### src/rtl/pipeline_hazard_ctrl_if.sv
// Hazard-controller bundle: ID/EX hazard inputs, branch and memory status in,
// per-stage load/clear controls and status out.
interface pipeline_hazard_ctrl_if;
  logic [4:0] id_rs;
  logic [4:0] id_rt;
  logic       id_uses_rs;
  logic       id_uses_rt;
  logic       ex_mem_read;
  logic [4:0] ex_dest;
  logic       branch_taken;
  logic       mem_busy;
  logic       pc_ld;
  logic       if_id_ld;
  logic       if_id_clr;
  logic       id_ex_ld;
  logic       id_ex_clr;
  logic       ex_mem_ld;
  logic       mem_wb_ld;
  logic       stall;
  logic       mem_timeout;
  logic [1:0] hz_state;

  modport master (
    output id_rs, id_rt, id_uses_rs, id_uses_rt, ex_mem_read, ex_dest, branch_taken, mem_busy,
    input  pc_ld, if_id_ld, if_id_clr, id_ex_ld, id_ex_clr, ex_mem_ld, mem_wb_ld, stall,
           mem_timeout, hz_state
  );

  modport slave (
    input  id_rs, id_rt, id_uses_rs, id_uses_rt, ex_mem_read, ex_dest, branch_taken, mem_busy,
    output pc_ld, if_id_ld, if_id_clr, id_ex_ld, id_ex_clr, ex_mem_ld, mem_wb_ld, stall,
           mem_timeout, hz_state
  );
endinterface

### src/rtl/pipeline_hazard_ctrl.sv
// Stall/flush sequencer for the 5-stage pipeline: load-use bubbles, memory freeze,
// branch flush and memory watchdog. Define HAZARD_PERF_CNT_EN for performance counters.
module pipeline_hazard_ctrl #(
  parameter int unsigned LOAD_USE_BUBBLES = 1,
  parameter int unsigned FLUSH_ON_BRANCH  = 0,
  parameter int unsigned TIMEOUT          = 256,
  parameter int unsigned TO_W             = 9
) (
  input  logic                  clk,
  input  logic                  reset,
  pipeline_hazard_ctrl_if.slave bus
`ifdef HAZARD_PERF_CNT_EN
  ,
  output logic [31:0]           perf_stall_cycles,
  output logic [31:0]           perf_bubbles,
  output logic [31:0]           perf_flushes
`endif
);

  typedef enum logic [1:0] {
    RUN    = 2'd0,
    BUBBLE = 2'd1,
    FREEZE = 2'd2
  } state_t;

  state_t          state_q, state_d, ret_q, ret_d, eff;
  logic [1:0]      bcnt_q, bcnt_d;
  logic [TO_W-1:0] wd_q;
  logic            to_q;
  logic            hz;
  logic            pc_ld, if_id_ld, if_id_clr, id_ex_ld, id_ex_clr, ex_mem_ld, mem_wb_ld, stall;

  assign hz = bus.ex_mem_read && (bus.ex_dest != 5'd0) &&
              ((bus.id_uses_rs && (bus.id_rs == bus.ex_dest)) ||
               (bus.id_uses_rt && (bus.id_rt == bus.ex_dest)));

  // FREEZE is transparent once memory is ready: behave as the state it interrupted.
  always_comb begin
    case (state_q)
      RUN, BUBBLE: eff = state_q;
      FREEZE:      eff = ret_q;
      default:     eff = RUN;
    endcase
  end

  always_comb begin
    pc_ld     = 1'b1;
    if_id_ld  = 1'b1;
    if_id_clr = 1'b0;
    id_ex_ld  = 1'b1;
    id_ex_clr = 1'b0;
    ex_mem_ld = 1'b1;
    mem_wb_ld = 1'b1;
    stall     = 1'b0;
    state_d   = RUN;
    ret_d     = ret_q;
    bcnt_d    = bcnt_q;
    if (reset) begin
      pc_ld     = 1'b0;
      if_id_ld  = 1'b0;
      id_ex_ld  = 1'b0;
      ex_mem_ld = 1'b0;
      mem_wb_ld = 1'b0;
      if_id_clr = 1'b1;
      id_ex_clr = 1'b1;
    end else if (bus.mem_busy) begin
      pc_ld     = 1'b0;
      if_id_ld  = 1'b0;
      id_ex_ld  = 1'b0;
      ex_mem_ld = 1'b0;
      mem_wb_ld = 1'b0;
      stall     = 1'b1;
      ret_d     = eff;
      state_d   = FREEZE;
    end else if (eff == BUBBLE || hz) begin
      pc_ld     = 1'b0;
      if_id_ld  = 1'b0;
      id_ex_clr = 1'b1;
      stall     = 1'b1;
      if (eff == BUBBLE) begin
        bcnt_d  = bcnt_q - 2'd1;
        state_d = (bcnt_q == 2'd1) ? RUN : BUBBLE;
      end else if (LOAD_USE_BUBBLES > 1) begin
        bcnt_d  = 2'(LOAD_USE_BUBBLES - 1);
        state_d = BUBBLE;
      end
    end else if (bus.branch_taken && (FLUSH_ON_BRANCH != 0)) begin
      if_id_clr = 1'b1;
    end
  end

  always_ff @(posedge clk) begin
    if (reset) begin
      state_q <= RUN;
      ret_q   <= RUN;
      bcnt_q  <= '0;
      wd_q    <= '0;
      to_q    <= 1'b0;
    end else begin
      state_q <= state_d;
      ret_q   <= ret_d;
      bcnt_q  <= bcnt_d;
      if (bus.mem_busy) begin
        if (wd_q != '1) wd_q <= wd_q + TO_W'(1);
        if (wd_q == TO_W'(TIMEOUT - 1)) to_q <= 1'b1;
      end else begin
        wd_q <= '0;
      end
    end
  end

`ifdef HAZARD_PERF_CNT_EN
  always_ff @(posedge clk) begin
    if (reset) begin
      perf_stall_cycles <= '0;
      perf_bubbles      <= '0;
      perf_flushes      <= '0;
    end else begin
      if (stall)     perf_stall_cycles <= perf_stall_cycles + 32'd1;
      if (id_ex_clr) perf_bubbles      <= perf_bubbles + 32'd1;
      if (if_id_clr) perf_flushes      <= perf_flushes + 32'd1;
    end
  end
`endif

  assign bus.pc_ld       = pc_ld;
  assign bus.if_id_ld    = if_id_ld;
  assign bus.if_id_clr   = if_id_clr;
  assign bus.id_ex_ld    = id_ex_ld;
  assign bus.id_ex_clr   = id_ex_clr;
  assign bus.ex_mem_ld   = ex_mem_ld;
  assign bus.mem_wb_ld   = mem_wb_ld;
  assign bus.stall       = stall;
  assign bus.mem_timeout = to_q;
  assign bus.hz_state    = state_q;

endmodule

### src/flat_wrapper.sv
// flat-port wrapper written by rule: the top's interface ports become plain ports
module pipeline_hazard_ctrl_flat 
#(
  parameter int unsigned LOAD_USE_BUBBLES = 1,
  parameter int unsigned FLUSH_ON_BRANCH  = 0,
  parameter int unsigned TIMEOUT          = 256,
  parameter int unsigned TO_W             = 9
)
  (clk, reset, bus_id_rs, bus_id_rt, bus_id_uses_rs, bus_id_uses_rt, bus_ex_mem_read, bus_ex_dest, bus_branch_taken, bus_mem_busy, bus_pc_ld, bus_if_id_ld, bus_if_id_clr, bus_id_ex_ld, bus_id_ex_clr, bus_ex_mem_ld, bus_mem_wb_ld, bus_stall, bus_mem_timeout, bus_hz_state);
  pipeline_hazard_ctrl_if bus_i ();
  input  logic clk;
  input  logic reset;
  input wire logic [$bits(bus_i.id_rs)-1:0] bus_id_rs;
  input wire logic [$bits(bus_i.id_rt)-1:0] bus_id_rt;
  input wire logic [$bits(bus_i.id_uses_rs)-1:0] bus_id_uses_rs;
  input wire logic [$bits(bus_i.id_uses_rt)-1:0] bus_id_uses_rt;
  input wire logic [$bits(bus_i.ex_mem_read)-1:0] bus_ex_mem_read;
  input wire logic [$bits(bus_i.ex_dest)-1:0] bus_ex_dest;
  input wire logic [$bits(bus_i.branch_taken)-1:0] bus_branch_taken;
  input wire logic [$bits(bus_i.mem_busy)-1:0] bus_mem_busy;
  output wire logic [$bits(bus_i.pc_ld)-1:0] bus_pc_ld;
  output wire logic [$bits(bus_i.if_id_ld)-1:0] bus_if_id_ld;
  output wire logic [$bits(bus_i.if_id_clr)-1:0] bus_if_id_clr;
  output wire logic [$bits(bus_i.id_ex_ld)-1:0] bus_id_ex_ld;
  output wire logic [$bits(bus_i.id_ex_clr)-1:0] bus_id_ex_clr;
  output wire logic [$bits(bus_i.ex_mem_ld)-1:0] bus_ex_mem_ld;
  output wire logic [$bits(bus_i.mem_wb_ld)-1:0] bus_mem_wb_ld;
  output wire logic [$bits(bus_i.stall)-1:0] bus_stall;
  output wire logic [$bits(bus_i.mem_timeout)-1:0] bus_mem_timeout;
  output wire logic [$bits(bus_i.hz_state)-1:0] bus_hz_state;
  assign bus_i.id_rs = bus_id_rs;
  assign bus_i.id_rt = bus_id_rt;
  assign bus_i.id_uses_rs = bus_id_uses_rs;
  assign bus_i.id_uses_rt = bus_id_uses_rt;
  assign bus_i.ex_mem_read = bus_ex_mem_read;
  assign bus_i.ex_dest = bus_ex_dest;
  assign bus_i.branch_taken = bus_branch_taken;
  assign bus_i.mem_busy = bus_mem_busy;
  assign bus_pc_ld = bus_i.pc_ld;
  assign bus_if_id_ld = bus_i.if_id_ld;
  assign bus_if_id_clr = bus_i.if_id_clr;
  assign bus_id_ex_ld = bus_i.id_ex_ld;
  assign bus_id_ex_clr = bus_i.id_ex_clr;
  assign bus_ex_mem_ld = bus_i.ex_mem_ld;
  assign bus_mem_wb_ld = bus_i.mem_wb_ld;
  assign bus_stall = bus_i.stall;
  assign bus_mem_timeout = bus_i.mem_timeout;
  assign bus_hz_state = bus_i.hz_state;
  pipeline_hazard_ctrl #(.LOAD_USE_BUBBLES(LOAD_USE_BUBBLES), .FLUSH_ON_BRANCH(FLUSH_ON_BRANCH), .TIMEOUT(TIMEOUT), .TO_W(TO_W)) u_core (.clk(clk), .reset(reset), .bus(bus_i));
endmodule
### config.mk
export PLATFORM = sky130hd
export DESIGN_NAME = pipeline_hazard_ctrl_flat
export DESIGN_NICKNAME = d
export VERILOG_FILES = /design/src/rtl/pipeline_hazard_ctrl_if.sv /design/src/rtl/pipeline_hazard_ctrl.sv /design/src/flat_wrapper.sv
export SDC_FILE = /design/constraint.sdc
export NUM_CORES = 1
export LEC_CHECK = 0
export CORE_ASPECT_RATIO = 0.9
export CORE_MARGIN = 2
export CORE_UTILIZATION = 40
export CTS_BUF_LIST = sky130_fd_sc_hd__clkbuf_4
export DETAILED_ROUTE_END_ITERATION = 7
export GPL_TIMING_DRIVEN = 0
export PLACE_DENSITY = 0.85
export SLEW_MARGIN = 30
export SYNTH_ARGS = -nofsm -noshare
export SYNTH_HDL_FRONTEND = slang
export SYNTH_SLANG_ARGS = --single-unit
### constraint.sdc
create_clock -name clk -period 2.4 [get_ports clk]
set_input_delay 0.48 -clock clk [delete_from_list [all_inputs] [get_ports clk]]
set_output_delay 0.48 -clock clk [all_outputs]
set_load 0.01 [all_outputs]
After elaboration in Yosys (flattened, before gate mapping)
Cells that the tools add are included.
Word-level totals
  ROM bits: 0
  latch bits: 0
  bits of input ports: 22
  memories kept: 0
  register bits after elaboration: 16
  bits in writable memories: 0
  logic and storage cells: 48
Operators by class
  magnitude comparators: 0
  divide/modulo/power cells: 0
  multiply operators: 0
  equal/unequal tests: 8
  multiplexer cells: 16
  shift operators: 0
  add/sub/neg operators: 2
  reduce and logical (&&, ||, !) cells: 13
  bitwise logic cells: 3
Operators by type and width (number)
  two-way mux 1 bit: 12
  == test 5 bit: 2
  adder 9 x 1 -> 9 bit (second input constant): 1
  == test 9 x 8 -> 1 bit (second input constant): 1
  inequality test 9 bit (second input constant): 1
  == test 2 x 1 -> 1 bit (second input constant): 3
  two-way mux 2 bit: 3
  nonzero test 5 bit: 1
  logical AND 1 bit: 4
  case mux 2 bit (2 select lines): 1
  OR reduction 2 bit: 2
  OR reduction 4 bit: 1
  inverter 1 bit: 3
  AND reduction 3 bit: 1
  == test 2 bit (second input constant): 1
  logical NOT 2 bit: 1
  logical OR 1 bit: 2
  AND reduction 2 bit: 1
  subtractor 2 x 1 -> 2 bit (second input constant): 1

Logic depth before layout (Yosys ltp)
Gate-level depths: netlist of the first run.
  depth after elaboration: 8
  mapped depth: 7
  gate-level depth less buffers: 7

Worst setup path before layout of the first run
Ideal clock, no wire load.
  path type: input to output
  start point: input port bus_ex_dest[1]
  end point: output port bus_pc_ld
  arrival: 1.482 ns
  slack: 0.438 ns
  buffers on the path: 1
  stages on the path: 4
  path through: or4_4 > o21ai_2 > o211a_1 > buf_4
Between the ends
  word-level cells in the longest chain between the ends: 8
  elaborated cells on any way between the ends: 12
  classes of those cells: 2 x eq/ne; 3 x mux; 7 x reduce/logical
RTL lines
  from (decl): RTL line flat_wrapper.sv:18  | input wire logic [$bits(bus_i.ex_dest)-1:0] bus_ex_dest;
  == test 5 bit (on tied branches): RTL line pipeline_hazard_ctrl.sv:34, pipeline_hazard_ctrl.sv:35
  logical AND 1 bit (on tied branches): RTL line pipeline_hazard_ctrl.sv:34, pipeline_hazard_ctrl.sv:35
  logical OR 1 bit: RTL line pipeline_hazard_ctrl.sv:34  | ((bus.id_uses_rs && (bus.id_rs == bus.ex_dest)) ||
  logical AND 1 bit (*): RTL line pipeline_hazard_ctrl.sv:33  | assign hz = bus.ex_mem_read && (bus.ex_dest != 5'd0) &&
  logical OR 1 bit (*): RTL line pipeline_hazard_ctrl.sv:75  | end else if (eff == BUBBLE || hz) begin
  two-way mux 1 bit (*) (3 in a row)
  to (decl): RTL line flat_wrapper.sv:21  | output wire logic [$bits(bus_i.pc_ld)-1:0] bus_pc_ld;
Every way passes the cells marked *; elsewhere a longest branch is shown, timed or not.

Worst setup path in the final report of the first run
  start point: input port bus_ex_dest[1]
  end point: output port bus_pc_ld
Between the ends
  word-level cells in the longest chain between the ends: 8
  elaborated cells on any way between the ends: 12
  classes of those cells: 2 x eq/ne; 3 x mux; 7 x reduce/logical
RTL lines
  == test 5 bit (on tied branches): RTL line pipeline_hazard_ctrl.sv:34, pipeline_hazard_ctrl.sv:35
  logical AND 1 bit (on tied branches): RTL line pipeline_hazard_ctrl.sv:34, pipeline_hazard_ctrl.sv:35
  logical OR 1 bit: RTL line pipeline_hazard_ctrl.sv:34
  logical AND 1 bit (*): RTL line pipeline_hazard_ctrl.sv:33
  logical OR 1 bit (*): RTL line pipeline_hazard_ctrl.sv:75
  two-way mux 1 bit (*): RTL line pipeline_hazard_ctrl.sv:75
  two-way mux 1 bit (*): RTL line pipeline_hazard_ctrl.sv:66  | end else if (bus.mem_busy) begin
  two-way mux 1 bit (*): RTL line pipeline_hazard_ctrl.sv:58  | if (reset) begin
Marked as above.

==> summary.md, run 1 <==
| Metric | Value |
|---|---|
| Later-pin clock latency in the skew report | ~280 ps |
| H-tree depth | 1 |
| Final worst-path cycle share | 0.978 |
| Inserted Clock Buffers | 3 |
| Dpl hpwl | 1540 um |
| Hold-fix buffers, CTS | 0 |
| Syn_nets | around 120 |
| Diode count | 0 |
| Mapped Cells | 97 |
| DRC Markers | 0 |
| Synth Warn # | 0 |
| P_leak | 0.541 nW |
| Top_reg_cell synth | dfxtp_1 |
| # rows | 16 |
| Synth async-reset ratio | 0 |
| Wire length of the first global-routing pass | about 3300 um |
| CTS root buf | clkbuf_4 |
| CORE AREA | between 0.002 and 0.0025 mm2 |
| Slowest CP cell | or4_4 |
| Vias in the first global route | a little under 800 |
| DRT Pass-1 Iters | 4 |
| Grt total ovfl | 0 |
| Mean Syn Cell Area | about 9 um2 |
| GRT Overall Usage | 0.164 |
| Worst hold start | reset |
| Placed inst area | approximately 0.0012 mm2 |
| DR vias/cell | 4.92 |
| Crit path largest cell delay | 560 ps |
| Worst setup path class | primary input to primary output |
| Final Net Count | 160 |
| Layout cell share with drive strength beyond 1 | 0.182 |
| CP Cell Sequence | dlygate4sd2_1, or4_4, o21ai_4, o211a_1, buf_4, buf_6 |
| Crit path max-delay family | simple AND/OR/NAND/NOR gates |
| Num ports | 33 |
| Max-cap viol count | 0 |
| Worst Skew | around 7.1 ps |
| Hold Worst Slack | just under 500 ps |
| CTS tree | done |
| Worst path arrival time | approximately 1900 ps |
| Fin crit period | between 2000 and 2500 ps |
| Crit path launch type | primary input |
| Seq/Total Area, Yosys | 0.362 |
| Hold Path Class | primary input to register |
| Detailed-route via count | 782 |
| Power Dens Cells | 402 mW/mm2 |
| Top cells by area, synth | dfxtp_1 36%, xor2_1 14%, nor2_1 7.2%, ha_1 5.7%, xnor2_1 4.0% |
| IO buf count | 30 |
| EDFF count, synth | 0 |
| Synth cell count leaders | 17 x nor2_1, 16 x dfxtp_1, 14 x xor2_1 |
| Post-Route WL | a little under 2000 um |
| Gpl congestion | 0.806 |
| Routed len/inst | between 10 and 15 um |
| Reg-to-reg critical path startpoint | u_core.wd_q[2] |
| Antenna Nets Post-Route | 0 |
| Die width | 53.6 um |
| Setup WS post-layout | 53.2 ps |
| Most common cell in the netlist | nor2_1 |
| Area grow syn2layout | 41.4% |
| Top cell type's share of synthesized area | 0.362 |
| Largest net degree at the start of global routing | 11 |
| Critical path peak fanout | 3 |
| RSZ-0062 raised after global routing | no |
| # clock sinks | 16 |
| Worst EP required | around 1900 ps |
| Mapped Area | approximately 880 um2 |
| Clock tree buffer depth | 2 |
| Maximum VDD drop | around 0.39 mV |
| Max-slew violations | 0 |
| Fmax | ~0.43 GHz |
| Initial Utilization | 0.413 |
| Status | complete, no violations |
| CP startpoint | bus_ex_dest[1] |
| Initial antenna violation count | 0 |
| Setup violators final | 0 |
| Buf+Inv Stages, Crit Path | 3 |
| Die height | between 40 and 50 um |
| Starting DRT DRC Count | 10 |
| Place WS | -604 ps |
| Worst slew margin | 0.707 |
| Final Hold Fails | 0 |
| Die area | roughly 0.0026 mm2 |
| Worst-Margin Slew | 440 ps |
| Finished Cell Area | 0.00125 mm2 |
| Clock slew at reported path FFs | approximately 90 ps |
| Cell variety after synth | 34 |
| Post-synth top area cell | dfxtp_1 |
| Worst Setup End Kind | primary output |
| Flops & latches, synth | 16 |
[stage by stage]
step            util  instances  power (mW)  TNS (ps)
2_1_floorplan      -         97       0.317         0
3_3_place_gp   0.569        154       0.374     -2190
3_5_place_dp   0.569        154       0.377     -2240
4_1_cts        0.577        158       0.504         0
5_1_grt        0.584        159       0.527         0
6_report       0.584        159       0.503         0
[path summary, 6_finish.rpt]
check | end | slack [ps] | depth (start not counted)
max reg2reg | u_core.wd_q[7] | 530 | 7
min reg2reg | u_core.bus.mem_timeout | 510 | 2
max | bus_pc_ld | 50 | 6
min | u_core.bcnt_q[0] | 480 | 2
[report_power, final]
| part | switching, mW | internal (mW) |
|---|---|---|
| Sequential | 0.00205 | 0.268 |
| Clock | 0.0769 | 0.0582 |
| Combinational | 0.0430 | 0.0550 |
[cells in the final DEF (no fill, tap or decap), types with 2 or more instances in the layout]
| master | instances |
|---|---|
| buf_2 | 3 |
| inv_1 | 4 |
| and3b_1 | 2 |
| dlymetal6s2s_1 | 2 |
| a21oi_1 | 2 |
| clkbuf_2 | 3 |
| nand3_1 | 2 |
| clkdlybuf4s50_1 | 13 |
| nor4_1 | 2 |
| dfxtp_1 | 16 |
| ha_1 | 4 |
| xnor2_1 | 4 |
| and4_1 | 2 |
| nand2_1 | 2 |
| buf_4 | 6 |
| xor2_1 | 14 |
| dlygate4sd2_1 | 8 |
| clkbuf_4 | 3 |
| mux2i_1 | 2 |
| nor2_1 | 16 |
[area by class of cell]
type                       instances  area (um2)
clock buffer                       3        22.5
inverter                           5        18.8
tap                               27        33.8
timing repair buffer              32         287
buffer                             6        38.8
fill                             178         891
sequential                        16         320
multi-input combinational         70         531
[repair_timing]
action | CTS | global route
cloned | 0 | 0
setup endpoints to repair | 6 | 4
pin swaps | 5 | 5
setup buffers | 1 | 1
gates resized for setup | 29 | 10
[state kept, by name (all words and copies together) (netlist names)]
name / flops
u_core.bus.hz_state: 2
u_core.wd_q: 9
u_core.bus.mem_timeout: 1
u_core.bcnt_q: 2
u_core.ret_q: 2
[worst reg2reg max path: stages, from the launching register on]
cell     delay [ps]
dfxtp_1         410
and4_1          250
and4_1          240
ha_1            290
and3b_1         250
nand3_1         110
xor2_1          170
nor2_1           50
[logic make-up (layout without fill, tap and decap cells)]
group                      after synthesis  count (layout)  share of synthesized area
and+or+nand+nor                         35              35                      0.225
xor gates and xnor gates                18              18                      0.178
DFF                                     16              16                      0.362
AOI/OAI and AO/OA                       11              11                     0.0905
buffers and inverters                   11              46                     0.0650
adders and majority gates                4               4                     0.0566
muxes                                    2               2                     0.0226
[metal layers]
metal  wire length, um  vias to the layer above  track usage
met3                44                        4       0.0278
met4                20                        0       0.0256
met1               849                      369        0.203
met5                 0                        -            0
li1                  -                      396            -
met2              1060                       13        0.294
Note: power is estimated with default switching activity, not from simulation.
==> run 2, diff against run 1 <==
--- a/config.mk
+++ b/config.mk
@@ -6,11 +6,13 @@
 export NUM_CORES = 1
 export LEC_CHECK = 0
 export CORE_ASPECT_RATIO = 0.9
-export CORE_MARGIN = 2
+export CORE_MARGIN = 8
 export CORE_UTILIZATION = 40
 export CTS_BUF_LIST = sky130_fd_sc_hd__clkbuf_4
+export CTS_CLUSTER_SIZE = 8
 export DETAILED_ROUTE_END_ITERATION = 7
 export GPL_TIMING_DRIVEN = 0
+export HOLD_SLACK_MARGIN = 0.08
 export PLACE_DENSITY = 0.85
 export SLEW_MARGIN = 30
 export SYNTH_ARGS = -nofsm -noshare
==> summary.md, run 2 (synthesis results as in run 1) <==
| Metric | Value |
|---|---|
| Status | complete, no violations |
| Worst-Margin Slew | 462 ps (+22.2 ps) |
| # rows | 16 (unchanged) |
| Post-Route WL | 2250 um (+14%) |
| Crit path max-delay family | buffers and inverters |
| Highest-count cells in the layout ignoring fill and taps | 16 x nor2_1, 16 x dfxtp_1, 12 x xor2_1, 12 x clkdlybuf4s50_1 |
| Initial antenna violation count | 0 (unchanged) |
| Slowest CP cell | nor4_2 |
| CP Cell Sequence | buf_2, xor2_2, nor4_2, a32oi_2, buf_4, o31ai_2, buf_2 |
| Detailed-route via count | 773 (-1.2%) |
| DRC Markers | 0 (unchanged) |
| Gpl congestion | 0.808 (+0.21%) |
| Post-route insts no fill | 159 (unchanged) |
| Crit path launch type | primary input |
| Dpl hpwl | 1830 um (+19%) |
| DP Cell Count | 154 (unchanged) |
| Inserted Clock Buffers | 3 (unchanged) |
| Largest net degree at the start of global routing | 11 (unchanged) |
| P_leak | 0.530 nW (-2.1%) |
| Crit path largest cell delay | 380 ps (-180 ps) |
| Final worst-path cycle share | 0.975 (-0.00324) |
| Starting DRT DRC Count | 37 (+27) |
| Worst Skew | 3.32 ps (-3.82 ps) |
| Antenna Nets Post-Route | 0 (unchanged) |
| Maximum VDD drop | 0.285 mV (-27%) |
| Fmax | 0.428 GHz (+0.33%) |
| Worst path arrival time | 1860 ps (about the same) |
| Diode count | 0 (unchanged) |
| CORE AREA | 0.00214 mm2 (unchanged) |
| Buf+Inv Stages, Crit Path | 3 (unchanged) |
| Die area | 0.00397 mm2 (+53%) |
| Grt total ovfl | 0 (unchanged) |
| Wire length of the first global-routing pass | 3780 um (+15%) |
| IO buf count | 30 (unchanged) |
| Hold Path Class | primary input to register |
| Worst EP required | 1920 ps (about the same) |
| Hold-fix buffers, CTS | 0 (unchanged) |
| DR vias/cell | 4.86 (-1.2%) |
| Initial Utilization | 0.413 (unchanged) |
| Critical path peak fanout | 3 (unchanged) |
| H-tree depth | 1 (unchanged) |
| Biggest register | u_core.wd_q |
| CTS tree | done |
| Later-pin clock latency in the skew report | 290 ps (about the same) |
| GRT Overall Usage | 0.123 (-0.0412) |
| Worst Setup End Kind | primary output |
| Worst hold start | reset |
| Vias in the first global route | 851 (+7.3%) |
| # clock sinks | 16 (unchanged) |
| Die height | 60.6 um (+25%) |
| Num ports | 33 (unchanged) |
| Final core occ | 0.580 (-0.00409) |
| Final Net Count | 159 (-0.63%) |
| Die width | 65.6 um (+22%) |
| Layout cell share with drive strength beyond 1 | 0.242 (+0.0606) |
| Fin crit period | 2340 ps (-7.78 ps) |
| Reg-to-reg critical path startpoint | u_core.wd_q[2] |
| Setup violators final | 0 (unchanged) |
| Power Dens Cells | 414 mW/mm2 (+2.9%) |
| DRT Pass-1 Iters | 4 (unchanged) |
| Finished Cell Area | 0.00124 mm2 (-0.70%) |
| Clock tree buffer depth | 2 (unchanged) |
| Largest register FFs | 9 (unchanged) |
| CTS root buf | clkbuf_4 |
| Worst slew margin | 0.692 (-0.0148) |
| Routed len/inst | 14.2 um (+14%) |
| Clock slew at reported path FFs | 90 ps (about the same) |
| Placed inst area | 0.00122 mm2 (unchanged) |
| Final Hold Fails | 0 (unchanged) |
| Max-slew violations | 0 (unchanged) |
| Max-cap viol count | 0 (unchanged) |
| Crit path top cell by count | buf_2 |
| CP startpoint | bus_ex_dest[1] |
| Area grow syn2layout | 40.5% |
| Worst setup path class | primary input to primary output |
## run 2: cell type report
class                   count  area [um2]
inverters                   5        18.8
well taps                  27        33.8
fillers                   183         900
plain buffers               6        38.8
clock inverters             1        3.75
clock buffers               3        22.5
flip-flops and latches     16         320
multi-input cells          70         543
repair buffers             31         262
## run 2: stage by stage
stage / power, mW / setup WS (ps) / TNS (ps) / hold WS, ps
after floorplan: 0.317 / 438 / 0 / 458
after detailed placement: 0.379 / -646 / -2590 / 487
after CTS: 0.521 / 17.1 / 0 / 452
after global routing: 0.539 / -0.826 / -0.826 / 473
after global placement: 0.375 / -573 / -2200 / 473
final: 0.514 / 61.0 / 0 / 464
## run 2: worst register-to-register path: cells and delay by family (launching register included)
family                     cells  cell delay, ps
adders and majority gates      1             280
and+or+nand+nor                5             900
xor gates and xnor gates       1             170
DFF                            1             410
## run 2: worst paths after layout
kind | endpoint | slack (ps) | depth (start not counted)
setup / recovery | bus_id_ex_clr | 60 | 7
hold / removal | u_core.bcnt_q[0] | 460 | 2
setup reg to reg | u_core.wd_q[7] | 530 | 7
hold reg to reg | u_core.ret_q[1] | 510 | 1
## run 2: layer usage
metal / routed length, um / vias to the layer above / global-route usage / part of all wire
met5: 0 / - / 0 / 0
met4: 23 / 0 / 0.0559 / 0.010
met3: 57 / 4 / 0.0166 / 0.025
met2: 1300 / 10 / 0.247 / 0.58
met1: 869 / 364 / 0.122 / 0.39
li1: - / 395 / - / -
## run 2: report_power, final
part	internal [mW]	switching [mW]	leakage, nW
combinational	0.0527	0.0456	0.385
sequential	0.268	0.00209	0.129
clock	0.0606	0.0850	0.0154
## run 2: timing repair
item / 4_1_cts / 5_1_grt
endpoints found under the setup margin: 7 / 3
gates resized for setup: 40 / 12
pin swaps: 5 / 6
setup buffers: 1 / 0
cloned: 0 / 0
hold endpoints to repair: 0 / 0
==> run 3, diff against run 2 <==
--- a/config.mk
+++ b/config.mk
@@ -7,13 +7,14 @@
 export LEC_CHECK = 0
 export CORE_ASPECT_RATIO = 0.9
 export CORE_MARGIN = 8
-export CORE_UTILIZATION = 40
+export CORE_UTILIZATION = 45
 export CTS_BUF_LIST = sky130_fd_sc_hd__clkbuf_4
 export CTS_CLUSTER_SIZE = 8
 export DETAILED_ROUTE_END_ITERATION = 7
 export GPL_TIMING_DRIVEN = 0
 export HOLD_SLACK_MARGIN = 0.08
-export PLACE_DENSITY = 0.85
+export MAX_ROUTING_LAYER = met4
+export PLACE_DENSITY = 0.93
 export SLEW_MARGIN = 30
 export SYNTH_ARGS = -nofsm -noshare
 export SYNTH_HDL_FRONTEND = slang
==> summary.md, run 3 (synthesis results as in run 1) <==
| Metric | Value |
|---|---|
| H-tree depth | 1 (unchanged) |
| Worst setup path class | primary input to primary output |
| Layout cell share with drive strength beyond 1 | 0.211 (-0.0319) |
| Maximum VDD drop | 0.266 mV (-6.5%) |
| CTS tree | done |
| CORE AREA | 0.00188 mm2 (-12%) |
| GRT Overall Usage | 0.125 (+0.00248) |
| Crit path launch type | primary input |
| Largest register FFs | 9 (unchanged) |
| Gpl congestion | 0.709 (-12%) |
| Worst EP required | 1920 ps (about the same) |
| IO buf count | 30 (unchanged) |
| Grt total ovfl | 0 (unchanged) |
| Crit path largest cell delay | 310 ps (-70 ps) |
| Initial Utilization | 0.471 (+0.0584) |
| Worst-Margin Slew | 470 ps (+7.54 ps) |
| Final Hold Fails | 0 (unchanged) |
| # clock sinks | 16 (unchanged) |
| Hold Worst Slack | 473 ps (+9.38 ps) |
| DRT Pass-1 Iters | 3 (-1) |
| Crit path max-delay family | buffers and inverters |
| Die area | 0.00364 mm2 (-8.4%) |
| Num ports | 33 (unchanged) |
| Finished Cell Area | 0.00126 mm2 (+1.8%) |
| Antenna Nets Post-Route | 0 (unchanged) |
| Status | complete, no violations |
| Routed len/inst | 13.6 um (-4.0%) |
| Worst Skew | 7.07 ps (+3.75 ps) |
| Critical path peak fanout | 3 (unchanged) |
| Vias in the first global route | 865 (+1.6%) |
| Inserted Clock Buffers | 3 (unchanged) |
| Die width | 62.7 um (-4.3%) |
| # rows | 15 (-1) |
| Setup violators final | 0 (unchanged) |
| Highest-count cells in the layout ignoring fill and taps | 16 x nor2_1, 16 x dfxtp_1, 14 x xor2_1 |
| Worst path arrival time | 1880 ps (+20 ps) |
| Wire length of the first global-routing pass | 3700 um (-2.2%) |
| Initial antenna violation count | 0 (unchanged) |
| CP Cell Sequence | clkdlybuf4s15_1, xor2_1, nor4_2, a32oi_2, buf_4, o31ai_4, buf_2 |
| Later-pin clock latency in the skew report | 290 ps (about the same) |
| Slowest CP cell | nor4_2 |
| DR vias/cell | 5.09 (+4.7%) |
| Final Net Count | 160 (+0.63%) |
| Clock slew at reported path FFs | 90 ps (about the same) |
| Dpl hpwl | 1750 um (-4.6%) |
| Post-Route WL | 2150 um (-4.6%) |
| Max-cap viol count | 0 (unchanged) |
| Power Dens Cells | 406 mW/mm2 (-1.8%) |
| Hold Path Class | primary input to register |
| Fmax | 0.424 GHz (-0.75%) |
| Fin crit period | 2360 ps (+17.6 ps) |
| DRC Markers | 0 (unchanged) |
| Die height | 58.1 um (-4.2%) |
| Max-slew violations | 0 (unchanged) |
| Starting DRT DRC Count | 15 (-59%) |
| Area grow syn2layout | 43.0% |
| Diode count | 0 (unchanged) |
| Largest net degree at the start of global routing | 11 (unchanged) |
| Clock tree buffer depth | 2 (unchanged) |
| Biggest register | u_core.wd_q |
| Buf+Inv Stages, Crit Path | 3 (unchanged) |
| Worst slew margin | 0.687 (-0.00502) |
| CTS root buf | clkbuf_4 |
| Hold-fix buffers, CTS | 0 (unchanged) |
| Placed inst area | 0.00122 mm2 (-0.21%) |
| Final worst-path cycle share | 0.982 (+0.00735) |
| RSZ-0062 raised after global routing | no |
| P_leak | 0.540 nW (+1.9%) |
| Detailed-route via count | 804 (+4.0%) |
| Worst Setup End Kind | primary output |
==> run 3: changes by cell type in the layout (fill, tap and decap cells not counted), moves of 2 or more <==
cell / delta
xor2_1: +2
clkbuf_2: -3
dlygate4sd2_1: +2
buf_6: +2
xor2_2: -2
==> run 3: final timing paths <==
path              cells after the start  slack, ps                to             start
setup / recovery                      7         40     bus_id_ex_clr      bus_id_rt[2]
hold / removal                        2        470  u_core.bcnt_q[1]             reset
setup reg to reg                      7        470    u_core.wd_q[7]    u_core.wd_q[2]
hold reg to reg                       2        500  u_core.bcnt_q[1]  u_core.bcnt_q[1]
==> run 3: where the power goes <==
part	leakage, nW	switching (mW)	total (mW)	internal [mW]
Sequential	0.129	0.00211	0.270	0.268
Clock	0.0154	0.0833	0.144	0.0605
Combinational	0.395	0.0448	0.100	0.0554
==> run 3: cell type report <==
class	count	area [um2]
tap	25	31.3
clock buffer	3	22.5
fill	150	612
inverter	5	18.8
multi-input combinational	70	544
timing repair buffer	32	282
buffer	6	42.5
sequential	16	320
clock inverter	1	3.75
==> run 3: routing by layer <==
metal | up-vias | GRT usage | wire length [um]
met1 | 384 | 0.124 | 850
met2 | 13 | 0.240 | 1200
met3 | 4 | 0.0327 | 76
met5 | - | - | 0
met4 | 0 | 0.0325 | 19
li1 | 403 | - | -
==> run 3: what timing repair did <==
item / in CTS / in global routing
gates resized for setup: 41 / 11
setup buffers: 2 / 0
pin swaps: 5 / 6
endpoints found under the setup margin: 7 / 3
==> run 3: per-stage QoR <==
step	util	instances	TNS, ps	setup slack [ps]	total power, mW
2_1_floorplan	-	97	0	438	0.317
3_3_place_gp	0.648	152	-2200	-576	0.375
3_5_place_dp	0.648	152	-2410	-605	0.378
4_1_cts	0.677	158	0	37.1	0.517
5_1_grt	0.674	158	0	3.66	0.537
6_report	0.674	158	0	43.4	0.514
